[src/rtl/rca_seq_arbiter.sv]
// Two-requester front end that shares one external N-bit adder, sequencing WORDS-wide adds LSW first.
// Optional signed overflow output enabled by defining RCA_SEQ_OVF_EN.
module rca_seq_arbiter #(
  parameter int N     = 8,
  parameter int WORDS = 4
) (
  input  logic                 clk,
  input  logic                 rst,
  input  logic [1:0]           req_valid,
  output logic [1:0]           req_ready,
  input  logic [N*WORDS-1:0]   req0_a,
  input  logic [N*WORDS-1:0]   req0_b,
  input  logic                 req0_cin,
  input  logic [N*WORDS-1:0]   req1_a,
  input  logic [N*WORDS-1:0]   req1_b,
  input  logic                 req1_cin,
  output logic [N-1:0]         add_a,
  output logic [N-1:0]         add_b,
  output logic                 add_cin,
  input  logic [N-1:0]         add_sum,
  input  logic                 add_carry,
  output logic                 rsp_valid,
  input  logic                 rsp_ready,
  output logic                 rsp_id,
  output logic [N*WORDS-1:0]   rsp_sum,
  output logic                 rsp_carry,
`ifdef RCA_SEQ_OVF_EN
  output logic                 rsp_ovf,
`endif
  output logic                 busy
);

  // state | meaning
  // IDLE  | arbiter drives req_ready, waiting for a transfer
  // RUN   | one operand word per cycle through the external adder
  // DONE  | response held until rsp_ready
  localparam logic [1:0] IDLE = 2'd0;
  localparam logic [1:0] RUN  = 2'd1;
  localparam logic [1:0] DONE = 2'd2;

  localparam int W  = N * WORDS;
  localparam int KW = (WORDS > 1) ? $clog2(WORDS) : 1;

  logic [1:0]    state;
  logic [KW-1:0] k;
  logic [31:0]   base;
  logic [W-1:0]  a_q;
  logic [W-1:0]  b_q;
  logic [W-1:0]  sum_q;
  logic          cin_q;
  logic          carry_q;
  logic          id_q;
  logic          last_q;
  logic [1:0]    grant;
  logic          accept;
  logic          sel;
  logic          last_word;
`ifdef RCA_SEQ_OVF_EN
  logic          ovf_q;
`endif

  // last_q resets to 1 so that requester 0 wins the first contention
  always_comb begin
    grant = req_valid;
    if (req_valid == 2'b11) grant = last_q ? 2'b01 : 2'b10;
  end

  assign req_ready = (state == IDLE && !rst) ? grant : 2'b00;
  assign accept    = |(req_valid & req_ready);
  assign sel       = req_ready[1];
  assign base      = 32'(k) * 32'(N);
  assign last_word = (k == KW'(WORDS - 1));

  always_comb begin
    add_a   = '0;
    add_b   = '0;
    add_cin = 1'b0;
    if (state == RUN) begin
      add_a   = a_q[base +: N];
      add_b   = b_q[base +: N];
      add_cin = (k == '0) ? cin_q : carry_q;
    end
  end

  always_ff @(posedge clk or posedge rst) begin
    if (rst) begin
      state   <= IDLE;
      k       <= '0;
      a_q     <= '0;
      b_q     <= '0;
      sum_q   <= '0;
      cin_q   <= 1'b0;
      carry_q <= 1'b0;
      id_q    <= 1'b0;
      last_q  <= 1'b1;
`ifdef RCA_SEQ_OVF_EN
      ovf_q   <= 1'b0;
`endif
    end else begin
      case (state)
        IDLE: begin
          if (accept) begin
            a_q    <= sel ? req1_a : req0_a;
            b_q    <= sel ? req1_b : req0_b;
            cin_q  <= sel ? req1_cin : req0_cin;
            id_q   <= sel;
            last_q <= sel;
            k      <= '0;
            state  <= RUN;
          end
        end
        RUN: begin
          sum_q[base +: N] <= add_sum;
          carry_q          <= add_carry;
          k                <= k + KW'(1);
          if (last_word) begin
            state <= DONE;
`ifdef RCA_SEQ_OVF_EN
            ovf_q <= (add_a[N-1] == add_b[N-1]) && (add_sum[N-1] != add_a[N-1]);
`endif
          end
        end
        DONE: begin
          if (rsp_ready) state <= IDLE;
        end
        default: state <= IDLE;
      endcase
    end
  end

  assign rsp_valid = (state == DONE);
  assign rsp_id    = id_q;
  assign rsp_sum   = sum_q;
  assign rsp_carry = carry_q;
  assign busy      = (state != IDLE);
`ifdef RCA_SEQ_OVF_EN
  assign rsp_ovf   = ovf_q;
`endif

endmodule

[config.mk]
export PLATFORM = sky130hd
export DESIGN_NAME = rca_seq_arbiter
export DESIGN_NICKNAME = d
export VERILOG_FILES = /design/src/rtl/rca_seq_arbiter.sv
export SDC_FILE = /design/constraint.sdc
export NUM_CORES = 1
export LEC_CHECK = 0
export BUFFER_PORTS_ARGS = -buffer_cell sky130_fd_sc_hd__buf_2
export CAP_MARGIN = 10
export CORE_ASPECT_RATIO = 0.8
export CORE_MARGIN = 4
export CORE_UTILIZATION = 55
export CTS_BUF_LIST = sky130_fd_sc_hd__clkbuf_8
export DETAILED_ROUTE_END_ITERATION = 16
export PLACE_DENSITY = 0.95
export SLEW_MARGIN = 10
export SYNTH_ARGS = -nofsm -noshare
export SYNTH_HDL_FRONTEND = slang
export SYNTH_SLANG_ARGS = --single-unit
[constraint.sdc]
create_clock -name clk -period 5.6 [get_ports clk]
set_input_delay 1.4 -clock clk [delete_from_list [all_inputs] [get_ports clk]]
set_output_delay 1.4 -clock clk [all_outputs]
set_load 0.05 [all_outputs]
==> impl_metrics.yaml <==
sta:
  hold_viol: 0
  slew_viol_final: 0
  max_freq_ghz: 0.2420
  finalSetupViolations: 0
  min_period_ns: 4.132
  worst_pin_slew_ns: 0.8921
  relSlewSlack: 0.4053
  finClkSkew_ns: 0.01031
  timing.setup.tns_ns: 0
  fin_crit_sh: 0.7378
  rsz0062_at_grt: "false"
synth:
  synth_cell_type_count: 32
  synth_area_um2: 5388
  synthSimpleGateAreaFrac: 0.1287
  muxShareOfSynthArea: 0.06874
  syn-num-nets: 697
  syn_inst: 549
  synth_warnings: 0
  synthArstFlopShare: 1.000
  synth.avg_cell_area_um2: 9.814
  yosysTopAreaCell: "dfrtp_1"
  synth_xor_area_frac: 0
  ys_seq_elements: 104
  yosysMostFrequentCell: "dfrtp_1"
  synthAdderAreaFrac: 0.009289
  synth_commonest_cells: "103 x dfrtp_1, 66 x nand3_1, 65 x a21oi_1, 65 x a31oi_1, 45 x o21ai_0"
  synth_top_area_frac: 0.4784
  synth_top_flop_cell: "dfrtp_1"
  synth_top_family_by_area: "compound AO/OA/AOI/OAI gates"
  synth_enable_flop_cells: 0
  netlist_top_cells_area: "dfrtp_1 48%, a31oi_1 7.5%, mux4_2 6.7%"
  synth-compound-area-share: 0.2538
  seq_area_frac_synth: 0.4833
cells_and_area:
  antenna_cells: 0
  drive_above_1_share: 0.3497
  num-nets-final: 855
  area_delta_synth_final_pct: 21.09
floorplanning:
  die_w_um: 118.7
  die-area_um2: 11450
  ios: 199
  initial_core_util: 0.5607
  rows: 32
  die_y_um: 96.53
  core_um2: 9609
clocking:
  cts_num_sinks: 104
  holdBufCountCts: 0
  cts_tree: "done"
  clkTransAtPathRegs_ns: 0.10
  htreeDepth: 3
  cts_setup_buffers: 0
  root_buffer: "clkbuf_8"
  cts.path.max_buffers: 2
  clkLatencyLatePin_ns: 0.37
  post_cts_resized: 0
  cts_buffers: 9
worst_hold_path:
  hp-class: "flip-flop to flip-flop"
worst_setup_path:
  path_class: "input pin to output pin"
  path_buf_inv: 2
  crit_path_start_kind: "input pin"
  end_kind: "output pin"
  path_cells: "buf_2 -> or3_4 -> nor2_1 -> buf_2"
  cpPeakStageDelay_ns: 0.58
  path_max_fanout: 66
  cp.arrival_ns: 2.73
  required_ns: 4.20
  cp_top_family: "simple AND/OR/NAND/NOR gates"
  slowest_stage: "or3_4"
  crit_path_frequent_cell: "buf_2"
grt:
  grt_pass1_wl_mm: 24.77
  first_global_vias: 5037
  antenna_found_initial: 1
  gr-total-overflow: 0
  grt_max_degree: 94
  track_usage: 0.2721
route:
  drt_iter0_markers: 487
  route.detailed.drc: 0
  wl_per_cell_um: 18.77
  antenna_left: 0
  num_vias: 5201
  route.detailed.vias_per_inst: 6.259
  routed_wirelength_mm: 15.59
  firstDrtPassIters: 5
pwr:
  p_leak_nw: 2.928
  ir_drop_mv: 0.4557
  finalPower_mw: 4.221
  cellPowerDensity_nw_per_um2: 647.0
outcome:
  status: "complete, no violations"
placement:
  portBuffers: 198
  hpwl_mm: 10.87
  gp_congestion: 0.8647
run:
  drv_cap: 0
[placed cells by master (no fill, tap or decap), types with 3 or more instances in the layout]
| cell | netlist | routed |
|---|---|---|
| inv_8 | 0 | 3 |
| o21ai_0 | 45 | 45 |
| ha_1 | 4 | 4 |
| nand2_1 | 26 | 26 |
| nand2b_1 | 4 | 4 |
| a22o_1 | 24 | 24 |
| a31oi_1 | 65 | 65 |
| inv_1 | 5 | 4 |
| mux4_2 | 16 | 16 |
| and2_1 | 17 | 16 |
| nor4_4 | 3 | 3 |
| nand3_1 | 66 | 66 |
| dfrtp_1 | 103 | 103 |
| nor2_1 | 4 | 4 |
| buf_2 | 23 | 198 |
| o21ai_1 | 29 | 29 |
| buf_4 | 4 | 7 |
| clkbuf_8 | 0 | 9 |
| a21oi_1 | 65 | 65 |
[area by class of cell]
class                           count  area, um2
Clock buffer                        9      123.9
Clock inverter                      7      87.58
Fill cell                         745       3085
Inverter                            5      21.27
Multi-Input combinational cell    382       2495
Sequential cell                   104       2604
Tap cell                          119      148.9
Timing Repair Buffer              205       1044
[sequential cells by signal, summed over array words and instances (netlist names)]
register,cells
k,2
b_q,32
rsp_id,1
last_q,1
cin_q,1
state,2
a_q,32
rsp_carry,1
rsp_sum,32
[power by group]
part / internal, mW / total, mW / switching (mW)
combinational: 0.732 / 2.35 / 1.61
sequential: 1.11 / 1.38 / 0.265
clock: 0.217 / 0.497 / 0.280
[stage by stage]
step | hold WS, ns | worst slack (ns) | instance area, um2 | cells | utilization
CTS | 0.5037 | 1.493 | 6523 | 831 | 0.6788
floorplan | 0.5054 | 1.469 | 5388 | 549 | -
detailed placement | 0.4805 | 1.496 | 6311 | 815 | 0.6568
global placement | 0.4586 | 1.527 | 6311 | 815 | 0.6568
finish | 0.4998 | 1.468 | 6524 | 831 | 0.6789
global route | 0.5273 | 1.411 | 6524 | 831 | 0.6789
[final timing paths]
kind                            slack [ns]  cells past startpoint      endpoint  startpoint
max in group asynchronous             3.35                      3        last_q         rst
min in group asynchronous             1.23                      2    rsp_sum[1]         rst
worst max-delay path                  1.47                      4  req_ready[1]         rst
worst min register to register        0.50                      2    rsp_sum[2]  rsp_sum[2]
worst min-delay path                  0.50                      2    rsp_sum[2]  rsp_sum[2]
worst max register to register        3.22                      4   rsp_sum[15]        k[1]
[logic make-up after synthesis]
| logic type | count (synthesis) |
|---|---|
| adder cells (fa/ha/maj) | 4 |
| buffers and inverters | 63 |
| flip-flops | 104 |
| AND/OR/NAND/NOR | 126 |
| AO/OA/AOI/OAI | 235 |
| multiplexers | 17 |
[routing by layer]
metal,up-vias,share of wire,global-route usage
met5,-,0.0010,0
met4,2,0.022,0.09932
met3,30,0.078,0.06577
met2,279,0.50,0.4577
met1,2515,0.40,0.3497
li1,2375,-,-
[worst reg2reg max path: stages (launching register included)]
cell     delay [ns]
dfrtp_1        0.93
inv_1          0.21
ha_1           0.39
nor4_4         0.57
a22o_1         0.22
(Power assumes the default switching activity.)
